**config.mk**
```make
export PLATFORM = sky130hd
export DESIGN_NAME = shreg_serializer_ctrl
export DESIGN_NICKNAME = d
export VERILOG_FILES = /design/src/rtl/shreg_serializer_ctrl.sv
export SDC_FILE = /design/constraint.sdc
export NUM_CORES = 1
export LEC_CHECK = 0
export CORE_MARGIN = 2
export CORE_UTILIZATION = 42
export CTS_BUF_LIST = sky130_fd_sc_hd__clkbuf_8
export DETAILED_ROUTE_END_ITERATION = 10
export PLACE_DENSITY = 0.79
export SLEW_MARGIN = 5
export SYNTH_ARGS = -nofsm -noshare
export SYNTH_HDL_FRONTEND = slang
export SYNTH_SLANG_ARGS = --single-unit
```
**constraint.sdc**
```tcl
create_clock -name clk -period 2.1 [get_ports clk]
set_input_delay 0.315 -clock clk [delete_from_list [all_inputs] [get_ports clk]]
set_output_delay 0.315 -clock clk [all_outputs]
set_load 0.1 [all_outputs]
```
**src/rtl/shreg_serializer_ctrl.sv**
```systemverilog
// rtl/shreg_serializer_ctrl.sv - parallel-to-serial sequencer driving an N-bit universal shift register
// Optional trailing even-parity bit: SHREG_SER_PARITY_EN
module shreg_serializer_ctrl #(
    parameter int N  = 8,
    parameter int CW = $clog2(N)
) (
    input  logic         clk,
    input  logic         rst,
    input  logic [N-1:0] din,
    input  logic         din_valid,
    output logic         din_ready,
    input  logic         dir,
    input  logic         fill_bit,
    output logic [1:0]   selection,
    output logic [N-1:0] load_data,
    output logic         I_right,
    output logic         I_left,
    input  logic [N-1:0] reg_q,
    output logic         ser_out,
    output logic         ser_valid,
    input  logic         ser_ready,
    output logic         busy,
    output logic         done
);

`ifdef SHREG_SER_PARITY_EN
    typedef enum logic [1:0] {IDLE = 2'd0, LOAD = 2'd1, SHIFT = 2'd2, PAR = 2'd3} state_t;
`else
    typedef enum logic [1:0] {IDLE = 2'd0, LOAD = 2'd1, SHIFT = 2'd2} state_t;
`endif

    localparam logic [1:0]    SEL_HOLD = 2'b00;
    localparam logic [1:0]    SEL_LOAD = 2'b01;
    localparam logic [1:0]    SEL_SHL  = 2'b10;
    localparam logic [1:0]    SEL_SHR  = 2'b11;
    localparam logic [CW-1:0] CNT_LAST = CW'(N - 1);

    state_t        state, state_n;
    logic [CW-1:0] cnt, cnt_n;
    logic [N-1:0]  word_q;
    logic          dir_q;
    logic          fill_q;
    logic [N-1:0]  tap_mask;

    // One-hot tap on the register end that is about to leave
    assign tap_mask = dir_q ? N'(1) : {1'b1, {(N-1){1'b0}}};

    always_ff @(posedge clk or posedge rst) begin
        if (rst) begin
            state  <= IDLE;
            cnt    <= '0;
            word_q <= '0;
            dir_q  <= 1'b0;
            fill_q <= 1'b0;
        end else begin
            state <= state_n;
            cnt   <= cnt_n;
            if (state == IDLE && din_valid) begin
                word_q <= din;
                dir_q  <= dir;
                fill_q <= fill_bit;
            end
        end
    end

    always_comb begin
        state_n   = state;
        cnt_n     = cnt;
        selection = SEL_HOLD;
        load_data = '0;
        I_right   = 1'b0;
        I_left    = 1'b0;
        ser_out   = 1'b0;
        ser_valid = 1'b0;
        busy      = 1'b0;
        done      = 1'b0;
        din_ready = 1'b0;
        case (state)
            IDLE: begin
                din_ready = ~rst;
                if (din_valid) state_n = LOAD;
            end
            LOAD: begin
                busy      = 1'b1;
                selection = SEL_LOAD;
                load_data = word_q;
                cnt_n     = '0;
                state_n   = SHIFT;
            end
            SHIFT: begin
                busy      = 1'b1;
                ser_valid = 1'b1;
                ser_out   = |(reg_q & tap_mask);
                I_right   = fill_q;
                I_left    = fill_q;
                // Shifting only on acceptance keeps ser_out stable under backpressure
                if (ser_ready) begin
                    selection = dir_q ? SEL_SHR : SEL_SHL;
                    if (cnt == CNT_LAST) begin
`ifdef SHREG_SER_PARITY_EN
                        state_n = PAR;
`else
                        done    = 1'b1;
                        state_n = IDLE;
`endif
                    end else begin
                        cnt_n = cnt + 1'b1;
                    end
                end
            end
`ifdef SHREG_SER_PARITY_EN
            PAR: begin
                busy      = 1'b1;
                ser_valid = 1'b1;
                ser_out   = ^word_q;
                I_right   = fill_q;
                I_left    = fill_q;
                if (ser_ready) begin
                    done    = 1'b1;
                    state_n = IDLE;
                end
            end
`endif
            default: state_n = IDLE;
        endcase
    end

endmodule

```
# Word level (Yosys, flattened, before mapping)
# Index checks and enable logic that the tools add are counted.
# W data, S select, Z words.
# op_classes
muxes,20
add_sub_neg,1
n_eq_ne,7
bitwise,2
n_reduce_logical,7
# op_table
cell,count
$mux W8,2
$mux W1,9
$and A8 B8 Y8,1
$mux W2,4
$ne A2 B2 Y1 const B,4
$reduce_or A8 Y1,1
$mux W3,2
$pmux W2 S3,1
$pmux W3 S2,1
$reduce_and A3 Y1,2
$pmux W2 S2,1
$add A3 B1 Y3 const B,1
$eq A3 B3 Y1 const B,1
$eq A2 B1 Y1 const B,1
$eq A2 B2 Y1 const B,1
$logic_not A2 Y1,1
$reduce_bool A2 Y1,1
$reduce_or A2 Y1,1
$logic_and A1 B1 Y1,1
$not A1 Y1,1
# word_totals
regBits,15
wordCells,42
output_inout_bits,17

# Logic depth before layout (Yosys ltp)
# Gate-level depths: netlist of the first run.
# logic_depth
word_depth,4
depth_mapped,5

# Least setup slack after synthesis of the first run
# No wires, ideal clock.
# synth_path
path_kind,reg-to-output
start,register state[0]
end,output port selection[0]
required_ns,1.785
stages_incl_launch_ff,5
arrival_time_ns,2.943
slack_ns,-1.158
path_cell_list,dfrtp_1 -> inv_1 -> ha_1 -> a31oi_1 -> nor2b_1
# synth_via
elab_chain_cells,2
word_cells_on_any_way,3
classes_between,2 x eq/ne; 1 x mux
# synth_rtl
element,line,source
start: declaration,38,"state_t state, state_n;"
start signal: assignment,56,state <= state_n;
$eq A2 B2 Y1 or $eq A2 B1 Y1 (tied branches),78,case (state)
$pmux W2 S2 *,78,
end: declaration,14,"output logic [1:0] selection,"
# Every way passes the cells marked *; elsewhere a longest branch is shown, timed or not.

# Final worst setup path of the first run
# layout_path
start,register state[1]
end,output port selection[0]
# The elaborated chain is that of the path after synthesis.

==> results of run 1 <==
==> registers in the layout (all words and copies together), names as in the netlist <==
signal  cells
dir_q       1
cnt         3
state       2
fill_q      1
word_q      8
==> per-layer routing <==
layer | wire (um) | vias up | global-route usage (%) | share of wire, %
met4 | 41 | 0 | 10.95 | 2.2
li1 | - | 305 | - | -
met3 | 140 | 4 | 5.556 | 7.5
met2 | 974 | 32 | 33.10 | 52
met1 | 711 | 308 | 18.90 | 38
met5 | 0 | - | 0 | 0
==> cell usage after synthesis <==
library cell	count	share of area, %
a222oi_1	1	1.2
buf_4	1	0.91
nand2_1	4	1.8
a2bb2oi_1	1	1.1
a31oi_1	1	0.76
mux2_2	13	18
and2_1	9	6.8
inv_1	9	4.1
nor2b_1	3	2.3
mux2i_1	3	3.6
nor2_1	1	0.45
dfrtp_1	15	45
and3_2	2	1.8
ha_1	8	12
==> final timing paths <==
kind | startpoint | endpoint | slack, ns
max | state[1]$_DFFE_PP0P_ | selection[0] | 0.17
min | rst | state[0]$_DFFE_PP0P_ | 0.49
max reg2reg | state[0]$_DFFE_PP0P_ | state[0]$_DFFE_PP0P_ | 0.33
min reg2reg | fill_q$_DFFE_PP0P_ | fill_q$_DFFE_PP0P_ | 0.50
max in group asynchronous | rst | word_q[1]$_DFFE_PP0P_ | 1.23
min in group clk | fill_q$_DFFE_PP0P_ | fill_q$_DFFE_PP0P_ | 0.50
==> critical path: stages (launching register included) <==
cell,delay [ns]
dfrtp_1,0.41
inv_1,0.14
ha_1,0.35
a31oi_1,0.13
nor2b_4,0.16
buf_12,0.18
==> cell type report <==
| class | instances | share of cell area [%] |
|---|---|---|
| Sequential cell | 15 | 26.71 |
| Multi-Input combinational cell | 46 | 30.37 |
| Clock buffer | 3 | 2.939 |
| Timing Repair Buffer | 32 | 34.91 |
| Tap cell | 27 | 2.404 |
| Inverter | 9 | 2.404 |
| Clock inverter | 1 | 0.2671 |
==> kinds of logic after synthesis <==
logic type | after synthesis | synth area share (%)
AND/OR/NAND/NOR | 19 | 13.16
multiplexers | 16 | 21.33
flip-flops | 15 | 45.39
buffers and inverters | 10 | 4.992
adder cells (fa/ha/maj) | 8 | 12.10
AO/OA/AOI/OAI | 3 | 3.026
==> per-stage QoR <==
| step | utilization [%] | setup TNS, ns |
|---|---|---|
| 6_report | 73.88 | 0 |
| 5_1_grt | 73.88 | 0 |
| 4_1_cts | 73.88 | 0 |
| 3_5_place_dp | 71.51 | 0 |
| 3_3_place_gp | 71.51 | 0 |
| 2_1_floorplan | - | -0.4067 |
==> reports/qor.yml, run 1 <==
layout_common_cells: "buf_12, dfrtp_1, clkdlybuf4s50_1"
cts_buffers: 3
arrival_ns: 1.61
setup_viol: 0
critPathLaunchType: "flip-flop"
antennaDiodeCount: 0
ys_warn_count: 0
relSlewSlack_pct: 60.28
io_pins: 39
remaining_drc_errors: 0
tightest_slew_ns: 0.5952
synth_nets: 101
clk_pin_slew_worst_paths_ns: 0.06
gr-total-overflow: 0
vias: 649
drtIter0Drc: 9
rsz0062_at_grt: "false"
cp_max_fo: 10
synth.distinct_cells: 14
hold_viol_final: 0
hpwl_um: 1500
cts_buffer_depth: 2
maxCapViolCount: 0
multiInputGateArea_um2: 426.7
nets: 137
io_buffers: 32
holdCritPathClass: "primary input to async pin"
cts_root_buf: "clkbuf_8"
place_inst: 129
layout_commonest_cell: "buf_12"
first_pass_iters: 4
r2r_cells: 4
synth_seq_cells: 15
stdcell_count: 133
numClockSinks: 15
fin_crit_sh_pct: 91.90
status: "complete, no violations"
start_util_pct: 43.49
required_ns: 1.78
dp_worst_setup_slack_ns: 0.1879
grt_max_degree: 16
ys_seq_area_share_pct: 45.39
hold_ws_ns: 0.4883
setup_ws_ns: 0.1702
post_drt_wl_per_cell_um: 14.05
slew_violations: 0
endpoint_kind: "output port"
fmax_mhz: 518.2
grtUsageTotal_pct: 18.47
synth_area_um2: 827.0
fin_skew_ns: 0.002054
post_cts_resized: 0
criticalPathCategory: "flip-flop to output port"
final_layout_size_suffix_gt1_share_pct: 37.74
synth.avg_cell_area_um2: 11.65
gp_congestion: 0.7832
regArea_um2: 375.4
postCtsHoldBufs: 0
grt_pass1_wl_um: 3263
netlist_instances: 71
cts_tree: "yes"
dieArea_mm2: 0.002340
period_minus_slack_ns: 1.930
postCtsSetupBuffers: 0
drtAntennaViolNets: 0
clock_latency_ns: 0.25
totalWireLength_um: 1868
area_growth_pct: 69.89
antenna_found_initial: 0
placed_cell_area_mm2: 0.001360
fillCellCount: 125
avgViaCountPerCell: 4.880
cts_max_level: 1
final_area_mm2: 0.001405
die_x_um: 48.38
grt_pass1_vias: 724
dieHeight_um: 48.38
core_mm2: 0.001902
row_count: 16
Power of run 1 is not shown: default switching activity piles up to over one toggle a cycle in this logic, so the estimate is an artifact.
==> run 2: changes to the inputs <==
Settings changed: CORE_UTILIZATION 42 to 45, PLACE_DENSITY 0.79 to 0.84.
Clock period 2.1 ns to 2.5 ns, I/O delays scaled along.
==> run 2 against run 1 <==
Register-to-register slack improved by 0.33 ns. Sequential share of layout area rose by 1.4 points. Clock skew fell by 0.00084 ns. Hold slack improved by 0.0097 ns. Worst setup slack improved by 0.31 ns. Critical path type unchanged. Largest cell class unchanged.
==> reports/qor.yml, run 2 (synthesized netlist as in run 1, its figures left out) <==
status: "complete, no violations"
io_buffers: 32
cp_max_fo: 10
clock_latency_ns: 0.24
dieArea_mm2: 0.002197
rsz0062_at_grt: "false"
dieHeight_um: 46.87
critPathBufInv: 2
post_drt_wl_per_cell_um: 13.38
area_growth_pct: 61.42
fin_skew_ns: 0.001218
vias: 645
setup_viol: 0
gp_congestion: 0.7786
drtIter0Drc: 6
setup_tns_ns: 0
cts_buffers: 3
holdCritPathClass: "flip-flop to flip-flop"
totalWireLength_um: 1753
cp_cell_sequence: "inv_1 > ha_1 > a31oi_1 > nor2b_4 > buf_12"
dp_worst_setup_slack_ns: 0.5512
drtAntennaViolNets: 0
largest_reg_flops: 8
required_ns: 2.12
die_x_um: 46.87
fin_crit_sh_pct: 80.61
crit_slowest_cell: "dfrtp_1"
crit_family: "flip-flops"
numClockSinks: 15
nets: 137
endpoint_kind: "output port"
hpwl_um: 1378
post_cts_resized: 0
layout_common_cells: "dfrtp_1, clkdlybuf4s50_1, mux2_2"
final_layout_size_suffix_gt1_share_pct: 35.85
arrival_ns: 1.64
grt_pass1_wl_um: 2739
regMostFlops: "word_q"
grt_max_degree: 16
avgViaCountPerCell: 4.924
grtUsageTotal_pct: 18.15
maxCapViolCount: 0
setup_ws_ns: 0.4847
start_util_pct: 47.90
gr-total-overflow: 0
remaining_drc_errors: 0
final_util_pct: 77.32
period_minus_slack_ns: 2.015
cts_tree: "yes"
cts_max_level: 1
core_mm2: 0.001727
grt_pass1_vias: 643
antennaDiodeCount: 0
slowest_delay_ns: 0.41
hold_viol_final: 0
critPathLaunchType: "flip-flop"
row_count: 15
antenna_found_initial: 0
postCtsHoldBufs: 0
relSlewSlack_pct: 61.33
clk_pin_slew_worst_paths_ns: 0.06
criticalPathCategory: "flip-flop to output port"
first_pass_iters: 4
slew_violations: 0
cts_root_buf: "clkbuf_8"
io_pins: 39
postCtsSetupBuffers: 0
cts_buffer_depth: 2
fmax_mhz: 496.2
largest_registers: "word_q x8, cnt x3, state x2"
tightest_slew_ns: 0.5795
## run 2: final cells by class
class	count	area [um2]
inverter	9	33.78
timing repair buffer	32	427.9
fill	116	391.6
multi-input combinational	46	420.4
tap	25	31.28
clock buffer	3	41.29
sequential	15	375.4
clock inverter	1	5.005
## run 2: final timing paths
| path | end | slack (ns) | cells past startpoint | from |
|---|---|---|---|---|
| worst max-delay path | selection[0] | 0.48 | 5 | state[1]$_DFFE_PP0P_ |
| worst min-delay path | word_q[0]$_DFFE_PP0P_ | 0.50 | 1 | word_q[0]$_DFFE_PP0P_ |
| worst max register to register | state[0]$_DFFE_PP0P_ | 0.66 | 4 | state[0]$_DFFE_PP0P_ |
| worst min register to register | word_q[0]$_DFFE_PP0P_ | 0.50 | 1 | word_q[0]$_DFFE_PP0P_ |
| max in group asynchronous | word_q[7]$_DFFE_PP0P_ | 1.60 | 2 | rst |
| min in group asynchronous | cnt[2]$_DFFE_PP0P_ | 0.52 | 2 | rst |
## run 2: routing by layer
layer	global-route usage (%)	share of wire, %	vias to the layer above
met5	0	0	-
met4	8.889	1.0	0
met3	3.462	3.3	2
met2	32.60	55	21
met1	20.44	41	318
li1	-	-	304
## run 2: stage by stage
stage / hold slack, ns / cell area (um2) / std cells
floorplan: 0.2765 / 837.1 / 71
global placement: 0.4790 / 1289 / 127
detailed placement: 0.4842 / 1289 / 127
CTS: 0.5008 / 1335 / 131
global route: 0.5082 / 1335 / 131
finish: 0.4980 / 1335 / 131
## run 2: worst register-to-register path: stages (launching register included)
cell and delay [ns]:
dfrtp_1 0.41, inv_1 0.12, ha_1 0.27, a222oi_1 0.53, mux2_2 0.39
Power of run 2 is left out for the same reason.
==> run 3: changes to the inputs <==
Settings changed: CORE_UTILIZATION 45 to 38, PLACE_DENSITY 0.84 to 0.75.
Clock period 2.5 ns to 1.7 ns, I/O delays scaled along.
==> run 3 against run 2 <==
Worst setup slack worse by 0.47 ns. Register-to-register slack worse by 0.60 ns. Routed wire length is 22% higher. Utilization is 1.2 points higher. Sequential share of layout area is 4.2 points lower. Die area is 17% higher. Critical path type unchanged. Highest routed layer unchanged.
==> reports/qor.yml, run 3 (synthesized netlist as in run 1, its figures left out) <==
status: "complete, no violations"
drtAntennaViolNets: 0
largest_reg_flops: 8
placed_cell_area_mm2: 0.001441
totalWireLength_um: 2141
core_mm2: 0.002002
dieArea_mm2: 0.002565
relSlewSlack_pct: 62.43
start_util_pct: 41.31
cts_buffers: 3
cp_max_fo: 4
tightest_slew_ns: 0.5630
criticalPathCategory: "flip-flop to output port"
area_growth_pct: 90.17
final_area_mm2: 0.001573
io_buffers: 32
nets: 148
regMostFlops: "word_q"
holdCritPathClass: "primary input to async pin"
setup_ws_ns: 0.01309
dp_worst_setup_slack_ns: -0.05666
fmax_mhz: 592.8
cts_buffer_depth: 2
cts_tree: "yes"
hpwl_um: 1595
cts_max_level: 1
io_pins: 39
arrival_ns: 1.43
avgViaCountPerCell: 4.819
remaining_drc_errors: 0
antennaDiodeCount: 0
grt_pass1_vias: 747
setup_viol: 0
row_count: 16
endpoint_kind: "output port"
stdcell_count: 144
antenna_found_initial: 0
fin_crit_sh_pct: 99.23
clk_pin_slew_worst_paths_ns: 0.06
dieHeight_um: 50.65
required_ns: 1.44
final_util_pct: 78.56
maxCapViolCount: 0
grt_max_degree: 16
layout_common_cells: "buf_12, clkdlybuf4s50_1, dfrtp_1"
critPathLaunchType: "flip-flop"
place_inst: 134
cts_root_buf: "clkbuf_8"
first_pass_iters: 4
numClockSinks: 15
slew_violations: 0
hold_viol_final: 0
routedLengthMet1_um: 812
fin_skew_ns: 0.002927
clock_latency_ns: 0.25
dr_wl_met2_um: 1181
die_x_um: 50.65
grtUsageTotal_pct: 18.88
wl_met3_um: 94
gr-total-overflow: 0
layout_commonest_cell: "buf_12"
period_minus_slack_ns: 1.687
grt_pass1_wl_um: 3450
gp_congestion: 0.7219
largest_registers: "word_q x8, cnt x3, state x2"
vias: 694
highest-signal-layer: "met4"
drtIter0Drc: 8
post_drt_wl_per_cell_um: 14.87
rsz0062_at_grt: "true"
postCtsHoldBufs: 0
final_layout_size_suffix_gt1_share_pct: 56.41
[run 3: changes by cell type in the layout (fill, tap and decap cells not counted), sizes merged]
cell,delta
clkinv,-1
inv,+1
buf,+11
[run 3: final timing paths]
kind | depth (start not counted) | to | slack [ns] | startpoint
setup / recovery | 5 | selection[1] | 0.01 | state[0]$_DFFE_PP0P_
max in group asynchronous | 2 | state[1]$_DFFE_PP0P_ | 0.83 | rst
hold / removal | 2 | word_q[0]$_DFFE_PP0P_ | 0.46 | rst
hold reg to reg | 1 | word_q[6]$_DFFE_PP0P_ | 0.49 | word_q[6]$_DFFE_PP0P_
setup reg to reg | 4 | state[1]$_DFFE_PP0P_ | 0.06 | state[1]$_DFFE_PP0P_
min in group clk | 1 | word_q[6]$_DFFE_PP0P_ | 0.49 | word_q[6]$_DFFE_PP0P_
[run 3: worst max-delay path, stage by stage (launching register included)]
cell and delay (ns):
dfrtp_1 0.36, inv_2 0.07, buf_4 0.14, ha_4 0.27, and3_4 0.18, buf_12 0.17
[run 3: what timing repair did]
item                                    in CTS  in global routing
buffers inserted                             4                  2
endpoints found under the setup margin      14                 14
gates resized for setup                      7                  4
pin swaps                                    1                  3
[run 3: final cells by class]
class | instances | area, um2
fillers | 122 | 429.2
multi-input cells | 46 | 508.0
flip-flops and latches | 15 | 376.6
repair buffers | 43 | 573.1
clock inverters | 1 | 3.754
inverters | 9 | 36.28
well taps | 27 | 33.78
clock buffers | 3 | 41.29
[run 3: routing by layer]
layer  GRT usage, %  vias up
met3          4.167        5
met1          20.45      338
met4          10.81        0
met2          33.55       24
met5              0        -
li1               -      327
[run 3: through the flow]
stage | TNS (ns) | hold slack, ns
2_1_floorplan | -0.4198 | 0.1565
5_1_grt | -0.1391 | 0.5181
4_1_cts | 0 | 0.4903
3_5_place_dp | -0.1061 | 0.4850
3_3_place_gp | -0.01614 | 0.4793
6_report | 0 | 0.4647
Power of run 3 is left out for the same reason.
